[src/rtl/seg7_pkg.sv]
`default_nettype none
// ============================================================================
// Module      : seg7_pkg
// Description : Shared 7-segment definitions for the display code set used by
//               decoder_7seg and seg7_pattern_encoder. Patterns are held in
//               active-low form, bit order [6:0] = g f e d c b a.
// Revision    : 1.0  initial release
// ============================================================================
package seg7_pkg;

    localparam logic [6:0] SEG_D     = 7'b0100001;
    localparam logic [6:0] SEG_E     = 7'b0000110;
    localparam logic [6:0] SEG_ONE   = 7'b1111001;
    localparam logic [6:0] SEG_BLANK = 7'b1111111;

    localparam logic [1:0] CODE_D     = 2'b00;
    localparam logic [1:0] CODE_E     = 2'b01;
    localparam logic [1:0] CODE_ONE   = 2'b10;
    localparam logic [1:0] CODE_BLANK = 2'b11;

    typedef struct packed {
        logic [1:0] code;
        logic       err;
    } seg7_decode_t;

    // Reverse table lookup; unrecognised patterns report code 00 with err set.
    function automatic seg7_decode_t seg7_lookup(input logic [6:0] pat);
        seg7_decode_t r;
        r.code = CODE_D;
        r.err  = 1'b0;
        case (pat)
            SEG_D:     r.code = CODE_D;
            SEG_E:     r.code = CODE_E;
            SEG_ONE:   r.code = CODE_ONE;
            SEG_BLANK: r.code = CODE_BLANK;
            default:   r.err  = 1'b1;
        endcase
        return r;
    endfunction

endpackage
`default_nettype wire

[src/rtl/seg7_sync_filter.sv]
`default_nettype none
// ============================================================================
// Module      : seg7_sync_filter
// Description : Two-flop synchroniser for an asynchronous segment bus,
//               polarity normalisation to active-low form, and a stability
//               filter that raises 'stable' while the synchronised pattern has
//               matched the candidate for STABLE_CYCLES consecutive edges.
// Ports       : clk, resetn       clock / asynchronous active-low reset
//               seg_in[6:0]       raw segment bus (g..a), asynchronous
//               stable            candidate has been held long enough
//               pattern[6:0]      candidate pattern, active-low form
// Revision    : 1.0  initial release
// ============================================================================
module seg7_sync_filter
    import seg7_pkg::*;
#(
    parameter int STABLE_CYCLES  = 4,
    parameter bit SEG_ACTIVE_LOW = 1'b1
) (
    input  logic       clk,
    input  logic       resetn,
    input  logic [6:0] seg_in,
    output logic       stable,
    output logic [6:0] pattern
);

    localparam int         CNT_W     = $clog2(STABLE_CYCLES + 1);
    localparam logic [CNT_W-1:0] c_CNT_MAX = CNT_W'(STABLE_CYCLES - 1);
    // Synchroniser reset value encodes blank in whichever polarity the bus uses.
    localparam logic [6:0] c_SYNC_RST = SEG_ACTIVE_LOW ? 7'h7F : 7'h00;

    logic [6:0]       r_sync1;
    logic [6:0]       r_sync2;
    logic [6:0]       r_cand;
    logic [CNT_W-1:0] r_cnt;
    logic [6:0]       w_norm;
    logic             w_match;

    always_ff @(posedge clk or negedge resetn) begin
        if (!resetn) begin
            r_sync1 <= c_SYNC_RST;
            r_sync2 <= c_SYNC_RST;
        end else begin
            r_sync1 <= seg_in;
            r_sync2 <= r_sync1;
        end
    end

    assign w_norm  = SEG_ACTIVE_LOW ? r_sync2 : ~r_sync2;
    assign w_match = (w_norm == r_cand);

    // Any change restarts the count; a steady pattern counts up and
    // saturates so 'stable' stays asserted for as long as it is held.
    always_ff @(posedge clk or negedge resetn) begin
        if (!resetn) begin
            r_cand <= SEG_BLANK;
            r_cnt  <= '0;
        end else if (!w_match) begin
            r_cand <= w_norm;
            r_cnt  <= '0;
        end else if (r_cnt != c_CNT_MAX) begin
            r_cnt  <= r_cnt + CNT_W'(1);
        end
    end

    assign stable  = w_match && (r_cnt == c_CNT_MAX);
    assign pattern = r_cand;

endmodule
`default_nettype wire

[src/rtl/seg7_pattern_encoder.sv]
`default_nettype none
// ============================================================================
// Module      : seg7_pattern_encoder
// Description : Recovers the 2-bit display code from a 7-segment drive
//               pattern. Each newly stable pattern is reported once over a
//               valid/ready handshake; unrecognised patterns set out_err.
// Ports       : clk, resetn        clock / asynchronous active-low reset
//               seg_in[6:0]        segment bus (g..a), asynchronous
//               out_ready          consumer accepts the pending event
//               overrun_clr        clears the sticky overrun flag
//               out_valid          event pending
//               out_code[1:0]      recovered code
//               out_err            pending event is unrecognised
//               overrun            an unconsumed event was overwritten
// Revision    : 1.0  initial release
// ============================================================================
module seg7_pattern_encoder
    import seg7_pkg::*;
#(
    parameter int STABLE_CYCLES  = 4,
    parameter bit SEG_ACTIVE_LOW = 1'b1
) (
    input  logic       clk,
    input  logic       resetn,
    input  logic [6:0] seg_in,
    input  logic       out_ready,
    input  logic       overrun_clr,
    output logic       out_valid,
    output logic [1:0] out_code,
    output logic       out_err,
    output logic       overrun
);

    logic         w_stable;
    logic [6:0]   w_pattern;
    logic [6:0]   r_last;
    logic         w_accept;
    logic         w_consume;
    logic         w_ovr_set;
    seg7_decode_t w_dec;

    seg7_sync_filter #(
        .STABLE_CYCLES  (STABLE_CYCLES),
        .SEG_ACTIVE_LOW (SEG_ACTIVE_LOW)
    ) u_filter (
        .clk     (clk),
        .resetn  (resetn),
        .seg_in  (seg_in),
        .stable  (w_stable),
        .pattern (w_pattern)
    );

    // Only a pattern differing from the last reported one raises an event,
    // so a saturated filter does not re-report and glitches that return to
    // the previous pattern are silent.
    assign w_accept  = w_stable && (w_pattern != r_last);
    assign w_consume = out_valid && out_ready;
    assign w_ovr_set = w_accept && out_valid && !out_ready;
    assign w_dec     = seg7_lookup(w_pattern);

    always_ff @(posedge clk or negedge resetn) begin
        if (!resetn) begin
            r_last    <= SEG_BLANK;
            out_valid <= 1'b0;
            out_code  <= CODE_BLANK;
            out_err   <= 1'b0;
        end else if (w_accept) begin
            r_last    <= w_pattern;
            out_valid <= 1'b1;
            out_code  <= w_dec.code;
            out_err   <= w_dec.err;
        end else if (w_consume) begin
            out_valid <= 1'b0;
        end
    end

    // Set has priority over clear so an overwrite is never lost.
    always_ff @(posedge clk or negedge resetn) begin
        if (!resetn) begin
            overrun <= 1'b0;
        end else if (w_ovr_set) begin
            overrun <= 1'b1;
        end else if (overrun_clr) begin
            overrun <= 1'b0;
        end
    end

endmodule
`default_nettype wire

[config.mk]
export PLATFORM = sky130hd
export DESIGN_NAME = seg7_pattern_encoder
export DESIGN_NICKNAME = d
export VERILOG_FILES = /design/src/rtl/seg7_pkg.sv /design/src/rtl/seg7_sync_filter.sv /design/src/rtl/seg7_pattern_encoder.sv
export SDC_FILE = /design/constraint.sdc
export NUM_CORES = 1
export LEC_CHECK = 0
export CAP_MARGIN = 20
export CORE_MARGIN = 2
export CORE_UTILIZATION = 39
export CTS_CLUSTER_DIAMETER = 30
export DETAILED_ROUTE_END_ITERATION = 6
export PLACE_DENSITY = 0.58
export SYNTH_ARGS = -nofsm -noshare
export SYNTH_HDL_FRONTEND = slang
export SYNTH_HIERARCHICAL = 1
export SYNTH_SLANG_ARGS = --single-unit
[constraint.sdc]
create_clock -name clk -period 2.7 [get_ports clk]
set_input_delay 0.27 -clock clk [delete_from_list [all_inputs] [get_ports clk]]
set_output_delay 0.27 -clock clk [all_outputs]
set_load 0.01 [all_outputs]
Word-level counts from Yosys, hierarchy flattened
Index checks and enable logic that the tools add are counted. Widths: inputs -> output; s select.

Add/subtract/negate cells: 1. Equal/unequal tests: 9. Multiplexer cells: 8. Reduce and logical (&&, ||, !) cells: 9.

Operators with widths (count): $eq 7x7->1 const B (2); $eq 7x3->1 const B (1); $eq 7x6->1 const B (1); $eq 7x7->1 (1); $ne 7x7->1 (1); $mux 3 (2); $pmux 2 s3 (1); $logic_and 1x1->1 (5); $mux 1 (5); $reduce_bool 2->1 (2); $reduce_or 4->1 (1); $add 3x1->3 const B (1); $eq 3x2->1 const B (1); $ne 3x2->1 const B (1); $ne 2x2->1 const B (1); $logic_not 1->1 (1).

Bits in registers: 36. Input port bits: 11. Word-level logic and storage cells: 36.

Logic depth before layout (Yosys ltp)
Gate-level depths: netlist of run 1.

Depth in word-level cells: 6. Gate-level depth with buffers: 7. Gate-level depth less buffers: 6.

By module
Netlist of run 1, hierarchy kept.

Modules (own cells, without submodules): seg7_sync_filter (times used 1, cells each 52, area an instance 805.8 um^2, sequential area each 626.9 um^2); seg7_pattern_encoder (times used 1, cells each 46, area an instance 619.3 um^2, sequential area each 311.5 um^2).

Worst setup path after synthesis of run 1
No wires, ideal clock.

Path kind: reg2reg. Start point: register u_filter.r_cand[2], in the netlist u_filter/pattern[2]. End point: register out_err. Setup time: 125 ps. Arrival: 1845 ps. Path slack: 730 ps. Cell stages (with the launch flop): 7. Path buffers: 1. Cells stage by stage: dfstp_2 xnor2_1 nand4_1 nor3_1 clkbuf_1 o41ai_4 mux2_2.

Word-level cells in the longest chain between the ends: 3.

RTL lines: start, declared (RTL line seg7_sync_filter.sv:34) `logic [6:0] r_cand;`; start signal, assigned (RTL line seg7_sync_filter.sv:59) `r_cand <= w_norm;`; $eq 7x7->1 (RTL line seg7_sync_filter.sv:50) `assign w_match = (w_norm == r_cand);`; $logic_and 1x1->1 (RTL line seg7_sync_filter.sv:66) `assign stable = w_match && (r_cnt == c_CNT_MAX);`; named net w_stable (RTL line seg7_pattern_encoder.sv:34) `logic w_stable;`; $logic_and 1x1->1 (RTL line seg7_pattern_encoder.sv:56) `assign w_accept = w_stable && (w_pattern != r_last);`; end signal, assigned (RTL line seg7_pattern_encoder.sv:71) `out_err <= w_dec.err;`; end, declared (RTL line seg7_pattern_encoder.sv:30) `output logic out_err,`.

The timed path passes the listed nets, and every way through them passes these cells. A chain may end at the register's enable or synchronous reset.

Final worst setup path of run 1
Start point: register u_filter.r_cand[2], in the netlist u_filter/pattern[2]. End point: register r_last[5].

Word-level cells in the longest chain between the ends: 3.

RTL lines: $eq 7x7->1 (RTL line seg7_sync_filter.sv:50); $logic_and 1x1->1 (RTL line seg7_sync_filter.sv:66); named net w_stable (RTL line seg7_pattern_encoder.sv:34); $logic_and 1x1->1 (RTL line seg7_pattern_encoder.sv:56); end signal, assigned (RTL line seg7_pattern_encoder.sv:68) `r_last <= w_pattern;`; end, declared (RTL line seg7_pattern_encoder.sv:36) `logic [6:0] r_last;`.

The timed path passes the listed nets, and every way through them passes these cells.

==> flow_metrics.env, run 1 <==
export IMPL_yosys_most_used_dff="dfstp_2"
export IMPL_grt_start_max_net_pins=27
export IMPL_layout_core_utilization=0.4916
export IMPL_reg2reg_slack_ns=0.66
export IMPL_fp_coreArea_um2=3416
export IMPL_worst_setup_path_type="register to register"
export IMPL_timing_max_transition_violations_final=0
export IMPL_crit_path_max_fanout=7
export IMPL_yosys_register_bits=36
export IMPL_dpl_cell_area_um2=1618
export IMPL_worst_ep_required_time_ns=2.97
export IMPL_worst_r2r_endpoint="r_last[5]$_DFFE_PN1P_"
export IMPL_netlist_instances=98
export IMPL_synthArstFlopShare=1.000
export IMPL_cellPowerDensity_nw_per_um2=548.5
export IMPL_synth_most_common_cell="dfstp_2"
export IMPL_synthesis_area_per_instance_um2=14.54
export IMPL_critical_path_source_type="register"
export IMPL_synth_edf_count=0
export IMPL_post_cts_buffers=0
export IMPL_gr_busiest_metal="met2"
export IMPL_tightestPinTransition_ns=0.5123
export IMPL_setup_worst_path_end_class="register"
export IMPL_postSynthNetCount=111
export IMPL_clkTransAtPathRegs_ns=0.11
export IMPL_drt_total_wl_mm=2.095
export IMPL_tritoncts="done"
export IMPL_routabilityCongestion=0.8245
export IMPL_arrival_ns=2.31
export IMPL_rsz0062_at_grt="no"
export IMPL_post_route_period_util=0.7564
export IMPL_grt_util_all_layers=0.1276
export IMPL_routed_via_density=4.677
export IMPL_synth_distinct_cells=23
export IMPL_htree_levels=2
export IMPL_postCtsHoldBufs=0
export IMPL_synthesis_area_um2=1425
export IMPL_postRouteAntennaNets=0
export IMPL_synth_cells_most_frequent="30 x dfstp_2, 11 x xnor2_1, 8 x clkbuf_1, 8 x mux2_2, 6 x dfrtp_1"
export IMPL_start_util=0.4172
export IMPL_detailroute_via_count=753
export IMPL_die_outline_height_um=64.45
export IMPL_first_pass_grt_wire_length_mm=3.857
export IMPL_design_final_nets=127
export IMPL_area_growth_pct=17.82
export IMPL_pin_count=16
export IMPL_route_detailed_drc=0
export IMPL_yosys_warnings=6
export IMPL_floorplan_die_area_um2=4154
export IMPL_first_global_vias=855
export IMPL_outcome="finished clean"
export IMPL_slew_headroom=0.6574
export IMPL_synth_top_area_share=0.5531
export IMPL_critical_path_reg2reg_startpoint="u_filter/pattern[2]$_DFFE_PN1P_"
export IMPL_grt_ovfl_total=0
export IMPL_hold_path_class="primary input to async pin"
export IMPL_detailed_placement_hpwl_mm=1.590
export IMPL_grtUsageMet3=0.03646
export IMPL_post_route_min_period_ns=2.042
export IMPL_seq_area_frac_synth=0.6585
export IMPL_synth_top_cells_by_area="dfstp_2 55%, dfrtp_1 11%, xnor2_1 6.8%"
export IMPL_antenna_cells_inserted=0
export IMPL_grt_antenna_before_repair=0
export IMPL_drv_max_cap_violation_count=0
export IMPL_total_power_w=0.0009210
export IMPL_finalSetupViolations=0
export IMPL_grtUsageMet1=0.1479
export IMPL_setup_tns_ns=0
export IMPL_cts_root_buffer_cell="clkbuf_4"
export IMPL_max_vdd_ir_drop_uv=290.2
export IMPL_die_width_um=64.45
export IMPL_timing_final_hold_violations=0
export IMPL_worstRegToRegCells=5
export IMPL_max_clock_freq_ghz=0.4896
export IMPL_worst_case_clock_buffer_depth=2
export IMPL_resized_gates_after_cts=0
export IMPL_final_layout_size_suffix_gt1_frac=0.4435
export IMPL_yosys_area_top_type="dfstp_2"
export IMPL_placement_rows=21
export IMPL_final_design_area_no_fill_um2=1679
export IMPL_clk_latency_ns=0.34
export IMPL_grt_use_met2=0.2083
export IMPL_routed_wire_length_per_instance_um=13.01
export IMPL_cts_buffers_inserted=5
export IMPL_portBuffers=15
export IMPL_timing_clock_skew_ns=0.008347
export IMPL_clock_sinks=36
export IMPL_initialDrtViolationCount=22
export IMPL_first_pass_iters=4
export IMPL_cell_leakage_power_nw=0.6489
## kinds of logic (layout without fill, tap and decap cells)
| family | count (synthesis) | after routing | share of synthesized area |
|---|---|---|---|
| mux | 11 | 11 | 0.08604 |
| xor+xnor | 16 | 16 | 0.09833 |
| buf+inv | 11 | 28 | 0.02897 |
| flops | 36 | 36 | 0.6585 |
| compound gates | 5 | 5 | 0.04390 |
| simple gates | 17 | 17 | 0.06672 |
| fa+ha+maj | 2 | 2 | 0.01756 |
## worst max-delay path, stage by stage (launching register included)
cell and delay, ns:
dfstp_2 0.64, xnor2_1 0.14, nand4_1 0.20, nor3_1 0.42
buf_4 0.24, mux2_2 0.34
## layer usage
| layer | routed length, µm | share of wire |
|---|---|---|
| met3 | 79 | 0.038 |
| met5 | 0 | 0 |
| met4 | 54 | 0.026 |
| met2 | 1064 | 0.51 |
| met1 | 896 | 0.43 |
## layout by cell type, fill, tap and decap left out, drive strengths merged
master / instances
nand3: 2
nor3: 5
dfrtp: 6
xnor2: 11
or3: 1
nand4bb: 1
a21oi: 1
nand2b: 1
a2111oi: 1
nand2: 3
clkinv: 1
clkdlybuf4s50: 15
nor2: 2
nand4: 2
mux2: 10
ha: 2
inv: 3
mux2i: 1
buf: 2
o41ai: 1
dfstp: 30
o32ai: 1
clkbuf: 5
xor2: 5
clkinvlp: 2
o22ai: 1
## sequential cells by signal (all words and copies together) (netlist names)
signal	cells
u_filter/r_sync1	7
out_err	1
u_filter/pattern	7
out_valid	1
overrun	1
out_code	2
u_filter/r_cnt	3
r_last	7
u_filter/r_sync2	7
## through the flow
| step | setup WS (ns) | std cells | hold WS [ns] |
|---|---|---|---|
| 2_1_floorplan | 0.7305 | 98 | -0.02559 |
| 4_1_cts | 0.6475 | 161 | 0.2535 |
| 6_report | 0.6577 | 161 | 0.2561 |
| 3_5_place_dp | 0.6755 | 153 | 0.3469 |
| 5_1_grt | 0.4792 | 161 | 0.2627 |
| 3_3_place_gp | 0.6865 | 153 | 0.3453 |
## how the worst max path moves through the flow
| stage | slack (ns) | to | from | cells past startpoint |
|---|---|---|---|---|
| 2_1_floorplan | 0.73 | out_err$_DFFE_PN0P_ | u_filter/pattern[2]$_DFFE_PN1P_ | 6 |
| 3_3_place_gp | 0.69 | r_last[2]$_DFFE_PN1P_ | u_filter/pattern[2]$_DFFE_PN1P_ | 5 |
| 3_5_place_dp | 0.68 | r_last[6]$_DFFE_PN1P_ | u_filter/pattern[2]$_DFFE_PN1P_ | 5 |
| 4_1_cts | 0.65 | r_last[5]$_DFFE_PN1P_ | u_filter/pattern[2]$_DFFE_PN1P_ | 5 |
| 5_1_grt | 0.48 | r_last[0]$_DFFE_PN1P_ | u_filter/pattern[2]$_DFFE_PN1P_ | 5 |
| 6_report | 0.66 | r_last[5]$_DFFE_PN1P_ | u_filter/pattern[2]$_DFFE_PN1P_ | 5 |
## where the power goes
group | internal, W | switching [W] | leakage [nW]
logic | 0.0000273 | 0.0000226 | 0.224
registers | 0.000569 | 0.0000161 | 0.397
clock network | 0.000102 | 0.000183 | 0.0274
## area by class of cell
cell class                      count  area (µm²)
Sequential cell                    36       938.4
Clock inverter                      3       23.77
Multi-Input combinational cell     51       445.4
Clock buffer                        5       37.54
Timing Repair Buffer               17       165.2
Inverter                            3       11.26
Fill cell                         317        1737
Tap cell                           46       57.56
No activity file was read; power rests on OpenSTA's default activity.
==> run 2: changes to the inputs <==
==> constraint.sdc (replaced) <==
create_clock -name clk -period 2.05 [get_ports clk]
set_input_delay 0.205 -clock clk [delete_from_list [all_inputs] [get_ports clk]]
set_output_delay 0.205 -clock clk [all_outputs]
set_load 0.01 [all_outputs]
==> flow_metrics.env, run 2 (synthesis results as in run 1) <==
export IMPL_outcome="finished clean"
export IMPL_first_global_vias=796
export IMPL_setup_worst_path_end_class="register"
export IMPL_die_width_um=64.45
export IMPL_final_design_area_no_fill_um2=1725
export IMPL_worstRegToRegCells=6
export IMPL_worst_ep_required_time_ns=2.32
export IMPL_grt_start_max_net_pins=37
export IMPL_fp_coreArea_um2=3416
export IMPL_routabilityCongestion=0.7442
export IMPL_cell_leakage_power_nw=0.6766
export IMPL_drt_total_wl_mm=1.979
export IMPL_worst_setup_path_type="register to register"
export IMPL_first_pass_iters=4
export IMPL_timing_max_transition_violations_final=0
export IMPL_cts_buffers_inserted=5
export IMPL_slew_headroom=0.7092
export IMPL_route_detailed_drc=0
export IMPL_filler_cell_count=298
export IMPL_grt_util_all_layers=0.1214
export IMPL_post_route_min_period_ns=1.893
export IMPL_layout_commonest_cell="dfstp_2"
export IMPL_crit_start="u_filter/pattern[2]$_DFFE_PN1P_"
export IMPL_postRouteAntennaNets=0
export IMPL_rsz0062_at_grt="no"
export IMPL_htree_levels=2
export IMPL_reg2reg_slack_ns=0.16
export IMPL_critical_path_source_type="register"
export IMPL_floorplan_die_area_um2=4154
export IMPL_die_outline_height_um=64.45
export IMPL_cellPowerDensity_nw_per_um2=767.6
export IMPL_clkTransAtPathRegs_ns=0.11
export IMPL_hold_start="seg_in[2]"
export IMPL_dpl_cell_count=155
export IMPL_drv_max_cap_violation_count=0
export IMPL_max_clock_freq_ghz=0.5282
export IMPL_layout_core_utilization=0.5051
export IMPL_crit_path_max_fanout=7
export IMPL_antenna_cells_inserted=0
export IMPL_setup_tns_ns=0
export IMPL_pin_count=16
export IMPL_grt_antenna_before_repair=0
export IMPL_hold_slack_ns=0.2587
export IMPL_detailed_placement_hpwl_mm=1.439
export IMPL_first_pass_grt_wire_length_mm=3.719
export IMPL_finalSetupViolations=0
export IMPL_clk_latency_ns=0.34
export IMPL_arrival_ns=2.16
export IMPL_timing_clock_skew_ns=0.01088
export IMPL_timing_final_hold_violations=0
export IMPL_design_final_nets=130
export IMPL_cts_root_buffer_cell="clkbuf_4"
export IMPL_max_vdd_ir_drop_uv=415.2
export IMPL_worst_case_clock_buffer_depth=2
export IMPL_tightestPinTransition_ns=0.4363
export IMPL_initialDrtViolationCount=20
export IMPL_routed_wire_length_per_instance_um=12.07
export IMPL_final_layout_size_suffix_gt1_frac=0.4661
export IMPL_area_used_by_multi_input_combinational_logic_um2=450.4
export IMPL_tritoncts="done"
export IMPL_start_util=0.4172
export IMPL_postCtsHoldBufs=0
export IMPL_routed_via_density=4.652
export IMPL_placement_rows=21
export IMPL_critical_path_reg2reg_startpoint="u_filter/pattern[2]$_DFFE_PN1P_"
export IMPL_fin_cells=164
export IMPL_regArea_um2=938.4
export IMPL_portBuffers=15
export IMPL_dpl_cell_area_um2=1633
export IMPL_hold_path_class="primary input to register"
export IMPL_detailroute_via_count=763
export IMPL_mostFrequentLayoutCells="30 x dfstp_2, 15 x clkdlybuf4s50_1, 11 x xnor2_1"
export IMPL_area_growth_pct=21.07
export IMPL_grt_ovfl_total=0
export IMPL_hold_path_cell_count=1
export IMPL_clock_sinks=36
export IMPL_post_route_period_util=0.9236
-- run 2: layout make-up --
| type | instances | share of cell area |
|---|---|---|
| inverters | 3 | 0.006526 |
| well taps | 46 | 0.03336 |
| clock buffers | 5 | 0.02175 |
| flip-flops and latches | 36 | 0.5439 |
| clock inverters | 3 | 0.02466 |
| repair buffers | 20 | 0.1088 |
| multi-input cells | 51 | 0.2611 |
-- run 2: metal layers --
layer,vias to the layer above,global-route usage,share of wire
met3,5,0.04688,0.035
met2,12,0.1732,0.45
met4,0,0.07181,0.024
li1,367,-,-
met1,379,0.1564,0.49
met5,-,0,0
-- run 2: critical path, stage by stage, from the launching register on --
cell and delay (ns):
dfstp_2 0.64, xnor2_1 0.14, nand4_1 0.18, nor3_2 0.23, buf_4 0.20, o41ai_4 0.11
mux2_1 0.33
-- run 2: final timing paths --
path,endpoint
setup reg to reg,out_code[1]$_DFFE_PN1P_
hold / removal,u_filter/r_sync1[2]$_DFF_PN1_
max in group asynchronous,u_filter/r_sync2[4]$_DFF_PN1_
min in group asynchronous,out_err$_DFFE_PN0P_
hold reg to reg,u_filter/r_sync2[1]$_DFF_PN1_
setup / recovery,out_code[1]$_DFFE_PN1P_
-- run 2: through the flow --
stage               total power (W)  setup WS (ns)
global placement          0.0008491         0.1432
floorplan                 0.0008098        0.08046
CTS                        0.001348        0.08589
finish                     0.001324         0.1567
global route               0.001397        0.01336
detailed placement        0.0008512         0.1224
-- run 2: where the power goes --
group	internal, W	switching (W)	leakage (nW)
combinational	0.0000383	0.0000305	0.238
clock	0.000254	0.000231	0.0412
sequential	0.000750	0.0000208	0.397
-- run 2: what timing repair did --
| item | in CTS | in global routing |
|---|---|---|
| endpoints found under the setup margin | 0 | 3 |
| gates resized for setup | 0 | 1 |
| setup buffers | 0 | 1 |
